File: src/rtl/alu_pipe.sv
// alu_pipe: two-stage pipelined ALU with a valid/ready handshake on both sides.
// S1 captures the request. The S1->S2 transfer computes the result and flags
// and can optionally write the internal accumulator. S2 is the output register.
module alu_pipe #(
    parameter int WIDTH = 8
) (
    input  logic             clk,
    input  logic             rst,
    input  logic             in_valid,
    output logic             in_ready,
    input  logic [WIDTH-1:0] A,
    input  logic [WIDTH-1:0] B,
    input  logic [3:0]       ALU_Sel,
    input  logic             use_acc,
    input  logic             acc_wr,
    output logic             out_valid,
    input  logic             out_ready,
    output logic [WIDTH-1:0] ALU_Out,
    output logic             CarryOut,
    output logic             Zero,
    output logic             Negative,
    output logic             Overflow,
    output logic [WIDTH-1:0] acc
);

    localparam int SHW = $clog2(WIDTH);

    localparam logic [3:0] OP_ADD  = 4'd0;
    localparam logic [3:0] OP_SUB  = 4'd1;
    localparam logic [3:0] OP_AND  = 4'd2;
    localparam logic [3:0] OP_OR   = 4'd3;
    localparam logic [3:0] OP_XOR  = 4'd4;
    localparam logic [3:0] OP_SLT  = 4'd5;
    localparam logic [3:0] OP_PASS = 4'd6;
    localparam logic [3:0] OP_SLTU = 4'd7;
    localparam logic [3:0] OP_SHL  = 4'd8;
    localparam logic [3:0] OP_SHR  = 4'd9;
    localparam logic [3:0] OP_SRA  = 4'd10;
    localparam logic [3:0] OP_NOT  = 4'd11;

    logic             s1_valid;
    logic [WIDTH-1:0] s1_a;
    logic [WIDTH-1:0] s1_b;
    logic [3:0]       s1_sel;
    logic             s1_use_acc;
    logic             s1_acc_wr;
    logic             s2_valid;

    logic             s2_load;
    logic             s1_load;
    logic             in_fire;

    logic [WIDTH-1:0] op_a;
    logic [SHW-1:0]   sh;
    logic [WIDTH-1:0] res;
    logic             res_c;
    logic             res_v;
    logic             res_z;
    logic             res_n;
    logic             op_defined;
    logic [WIDTH:0]   ext;
    logic signed [WIDTH:0] sext;

    // S2 can take a new op when empty or being consumed; S1 frees up when
    // empty or when its op moves into S2 this cycle.
    assign s2_load   = !s2_valid || out_ready;
    assign s1_load   = !s1_valid || s2_load;
    assign in_ready  = !rst && (!s1_valid || !s2_valid || out_ready);
    assign in_fire   = in_valid && in_ready;
    assign out_valid = s2_valid;

    // The accumulator is read here, not in S1, so in-order execution alone
    // guarantees a use_acc op sees every earlier acc write.
    assign op_a = s1_use_acc ? acc : s1_a;
    assign sh   = s1_b[SHW-1:0];

    // Result and flag computation for the op sitting in S1.
    always_comb begin
        res        = '0;
        res_c      = 1'b0;
        res_v      = 1'b0;
        op_defined = 1'b1;
        ext        = '0;
        sext       = '0;
        case (s1_sel)
            OP_ADD: begin
                ext   = {1'b0, op_a} + {1'b0, s1_b};
                res   = ext[WIDTH-1:0];
                res_c = ext[WIDTH];
                res_v = (op_a[WIDTH-1] == s1_b[WIDTH-1]) && (res[WIDTH-1] != op_a[WIDTH-1]);
            end
            OP_SUB: begin
                ext   = {1'b0, op_a} - {1'b0, s1_b};
                res   = ext[WIDTH-1:0];
                res_c = ext[WIDTH];
                res_v = (op_a[WIDTH-1] != s1_b[WIDTH-1]) && (res[WIDTH-1] != op_a[WIDTH-1]);
            end
            OP_AND:  res = op_a & s1_b;
            OP_OR:   res = op_a | s1_b;
            OP_XOR:  res = op_a ^ s1_b;
            OP_SLT:  res = {{(WIDTH-1){1'b0}}, ($signed(op_a) < $signed(s1_b))};
            OP_PASS: res = op_a;
            OP_SLTU: res = {{(WIDTH-1){1'b0}}, (op_a < s1_b)};
            OP_SHL: begin
                // Extra MSB catches the last bit shifted out; zero for sh==0.
                ext   = {1'b0, op_a} << sh;
                res   = ext[WIDTH-1:0];
                res_c = ext[WIDTH];
            end
            OP_SHR: begin
                ext   = {op_a, 1'b0} >> sh;
                res   = ext[WIDTH:1];
                res_c = ext[0];
            end
            OP_SRA: begin
                sext  = $signed({op_a, 1'b0}) >>> sh;
                res   = sext[WIDTH:1];
                res_c = sext[0];
            end
            OP_NOT:  res = ~op_a;
            default: op_defined = 1'b0;
        endcase
        res_z = (res == '0);
        res_n = res[WIDTH-1];
    end

    // Stage 1: capture the accepted request.
    always_ff @(posedge clk or posedge rst) begin
        if (rst) begin
            s1_valid   <= 1'b0;
            s1_a       <= '0;
            s1_b       <= '0;
            s1_sel     <= '0;
            s1_use_acc <= 1'b0;
            s1_acc_wr  <= 1'b0;
        end else if (s1_load) begin
            s1_valid <= in_fire;
            if (in_fire) begin
                s1_a       <= A;
                s1_b       <= B;
                s1_sel     <= ALU_Sel;
                s1_use_acc <= use_acc;
                s1_acc_wr  <= acc_wr;
            end
        end
    end

    // Stage 2: output register and accumulator write, both on the S1->S2 transfer.
    always_ff @(posedge clk or posedge rst) begin
        if (rst) begin
            s2_valid <= 1'b0;
            ALU_Out  <= '0;
            CarryOut <= 1'b0;
            Zero     <= 1'b0;
            Negative <= 1'b0;
            Overflow <= 1'b0;
            acc      <= '0;
        end else if (s2_load) begin
            s2_valid <= s1_valid;
            if (s1_valid) begin
                ALU_Out  <= res;
                CarryOut <= res_c;
                Zero     <= res_z;
                Negative <= res_n;
                Overflow <= res_v;
                if (s1_acc_wr && op_defined) begin
                    acc <= res;
                end
            end
        end
    end

endmodule

File: config.mk
export PLATFORM = sky130hd
export DESIGN_NAME = alu_pipe
export DESIGN_NICKNAME = d
export VERILOG_FILES = /design/src/rtl/alu_pipe.sv
export SDC_FILE = /design/constraint.sdc
export NUM_CORES = 1
export LEC_CHECK = 0
export ABC_AREA = 1
export CORE_MARGIN = 2
export CORE_UTILIZATION = 30
export DETAILED_ROUTE_END_ITERATION = 16
export GPL_ROUTABILITY_DRIVEN = 1
export PLACE_DENSITY_LB_ADDON = 0.3
export REMOVE_ABC_BUFFERS = 1
export SLEW_MARGIN = 20
export SYNTH_ARGS = -nofsm -noshare
export SYNTH_HDL_FRONTEND = slang
export SYNTH_SLANG_ARGS = --single-unit
File: constraint.sdc
create_clock -name clk -period 3.9 [get_ports clk]
set_clock_uncertainty 0.2 [all_clocks]
set_input_delay 0.585 -clock clk [delete_from_list [all_inputs] [get_ports clk]]
set_output_delay 0.585 -clock clk [all_outputs]
set_load 0.005 [all_outputs]
==> out/qor.csv <==
metric;value;unit
grt_pass1_vias;4068;
antenna-diode-count;0;
crit_arrival;3330;ps
end_kind;register;
cts-root-buf;sky130_fd_sc_hd__clkbuf_16;
final_layout_size_suffix_gt1_frac;0.03687;
synth.yosys.warnings;0;
ff_latch_area;1076;um^2
multi_input_comb_area;2362;um^2
first_pass_grt_wire_length;21740;um
cts-resized-gates;0;
sink_count_of_the_clock_tree;43;
share_of_the_synthesized_area_in_compound_gates_ao_oa_aoi_oai;0.1152;
vdd_ir_drop_max;0.0002624;V
initial_standard_cell_utilization_of_the_core;0.3032;
startpoint;s1_use_acc;
final_period_minus_worst_setup_slack;3296;ps
holdBufCountCts;0;
worst_hold_slack;287.4;ps
critical_path_class;register to register;
report.final.slew_viol_count;0;
edff_count_synth;0;
yosys.area_share.adder;0.1033;
post-route-period-util;0.8451;
syn2layout_area_growth;21.12;%
hold_start;CarryOut;
crit_required;3930;ps
ys.flop_type;sky130_fd_sc_hd__dfrtp_1;
post-route-worst-setup-slack;604.2;ps
use_met2;0.3566;
pre_cts_ws;669.8;ps
dr.first_iter.drc_count;316;
design.core.area;12470;um^2
fmax;303.4;MHz
synth.avg_cell_area;6.227;um^2
netlist-cell-type-count;29;
drt-total-wl;13630;um
die_h;116.2;um
synth_top_family_by_area;simple AND/OR/NAND/NOR gates;
clk-insertion-delay-late;290;ps
synth_async_sr_flop_share;1.000;
max_cap_viol_count;0;
post_drt_via_cell_ratio;5.086;
relSlewSlack;0.3915;
ys_seq_elements;43;
port-buffer-count;47;
die_w;116.2;um
netlist_instances;607;
groute.layer.met1.usage;0.2732;
fillerInstances;1363;
cts.htree.levels;2;
slowest_stage;sky130_fd_sc_hd__dfrtp_1;
setup.worst_path.start_class;register;
deepest_clock_path_buffer_count;2;
busiest_layer;met2;
grt_max_degree;46;
groute.layer.met3.usage;0.03010;
rsz0062_at_grt;false;
grt_antenna_before_repair;0;
cts_inserted_buffers;5;
cts_tree;built;
hold_path.class;register to register;
xor_and_xnor_area_share_after_synthesis;0;
gp_routability_congestion;0.9552;
drt-wirelength-per-cell;16.56;um
grt_util_all_layers;0.2116;
netlist_area;3780;um^2
path_max_fanout;16;
place_hpwl;10880;um
synth_mux_area_frac;0;
power_leakage;0.002300;uW
timing_worst_slew_pin_value;903.3;ps
design.die.area;13510;um^2
hold_viol;0;
rr_startpoint;s1_use_acc;
grt_overflow;0;
dr.pass1.iters;5;
ios;48;
num_vias;4186;
timing.setup.tns;0;ps
path_clk_slew;70;ps
cp_slowest_stage_delay;620;ps
drt.antenna.violating_nets;0;
synth.yosys.seq_area_share;0.2847;
final_report_setup_violation_count;0;
drc_violations_left;0;
final_nets;706;
worst_path_most_repeated_cell;sky130_fd_sc_hd__nand2_1;
fp_rows;41;
p_per_area;568.2;nW/um^2
list_of_cells_traversed_by_the_critical_path;inv_2 -> nand2_1 -> nand2_1 -> inv_1 -> ha_1 -> fa_1 -> nand2_1 -> nand3_1 -> nor3_1 -> nand2_1 -> nor2_2 -> nand2_1 -> nor2_1 -> nand3_1 -> nand2_1;
post_cts.repair.setup_buffers;0;
synth_simple_gate_area_share;0.4065;
status;completed;
==> area by class of cell <==
type / instances / share of cell area
Clock buffer: 5 / 0.02733
Clock inverter: 3 / 0.005466
Inverter: 69 / 0.05657
Multi-Input combinational cell: 478 / 0.5160
Sequential cell: 43 / 0.2350
Tap cell: 172 / 0.04701
Timing Repair Buffer: 53 / 0.1126
==> sequential cells by signal (all words and copies together) (netlist names), 4 cells and up <==
| signal | flops |
|---|---|
| s1_sel | 4 |
| ALU_Out | 8 |
| s1_b | 8 |
| s1_a | 8 |
| acc | 8 |
==> cells by family (layout without fill, tap and decap cells) <==
family,count (synthesis),in the layout
AOI/OAI and AO/OA,80,80
adders and majority gates,30,30
buffers and inverters,86,130
DFF,43,43
and+or+nand+nor,368,368
==> critical path: cells and delay by family (launching register included) <==
| family | cells | cell delay [ps] |
|---|---|---|
| AND/OR/NAND/NOR | 11 | 1400 |
| adder cells (fa/ha/maj) | 2 | 710 |
| flip-flops | 1 | 620 |
| buffers and inverters | 2 | 320 |
==> layout by cell type, fill, tap and decap left out, drive strengths merged, types with 2 or more instances in the layout <==
master	Yosys	layout
buf	8	6
or2	3	3
a22oi	2	2
dfrtp	43	43
nor2	77	77
ha	28	28
inv	68	67
nor3	3	3
o211ai	4	4
clkinv	1	4
fa	2	2
a21oi	39	39
nand3	72	72
clkdlybuf4s50	0	47
nand4	16	16
nand2	196	196
o22ai	4	4
o21ai	27	27
clkbuf	9	5
==> power by group <==
part | total (uW) | leakage, uW | internal, uW | switching [uW]
sequential | 668 | 0.000512 | 561 | 107
combinational | 1500 | 0.00172 | 544 | 954
clock | 436 | 0.0000700 | 240 | 196
total | 2600 | 0.00230 | 1340 | 1260
==> final timing paths <==
| check | depth (start not counted) | slack, ps | end |
|---|---|---|---|
| max | 15 | 600 | Zero |
| min | 2 | 290 | CarryOut |
| max reg2reg | 15 | 600 | Zero |
| min reg2reg | 2 | 290 | CarryOut |
| max in group asynchronous | 3 | 2300 | s1_b[6] |
| min in group asynchronous | 2 | 480 | ALU_Out[2] |
==> synth_stat cells, drive strengths merged (2+ instances only) <==
| library cell | count | share of area |
|---|---|---|
| a21oi | 39 | 0.052 |
| a22oi | 2 | 0.0040 |
| buf | 8 | 0.013 |
| clkbuf | 9 | 0.0089 |
| dfrtp | 43 | 0.28 |
| fa | 2 | 0.011 |
| ha | 28 | 0.093 |
| inv | 68 | 0.068 |
| nand2 | 196 | 0.20 |
| nand3 | 72 | 0.095 |
| nand4 | 16 | 0.026 |
| nor2 | 77 | 0.078 |
| nor3 | 3 | 0.0040 |
| o211ai | 4 | 0.0079 |
| o21ai | 27 | 0.037 |
| o22ai | 4 | 0.0066 |
| or2 | 3 | 0.0050 |
==> stage by stage <==
stage / instance area [um^2] / std cells / util / total power [uW]
after floorplan: 3697 / 590 / - / 1557
after global placement: 4428 / 815 / 0.3552 / 2150
after detailed placement: 4428 / 815 / 0.3552 / 2152
after CTS: 4578 / 823 / 0.3673 / 2604
after global routing: 4578 / 823 / 0.3673 / 2840
final: 4578 / 823 / 0.3673 / 2601
==> layer usage <==
layer  share of wire  vias to the layer above  routed length, um
met3           0.041                       32                557
li1                -                     2046                  -
met2            0.48                      137               6555
met5               0                        -                  0
met1            0.44                     1971               6035
met4           0.035                        0                480
No activity file was read; power rests on OpenSTA's default activity.
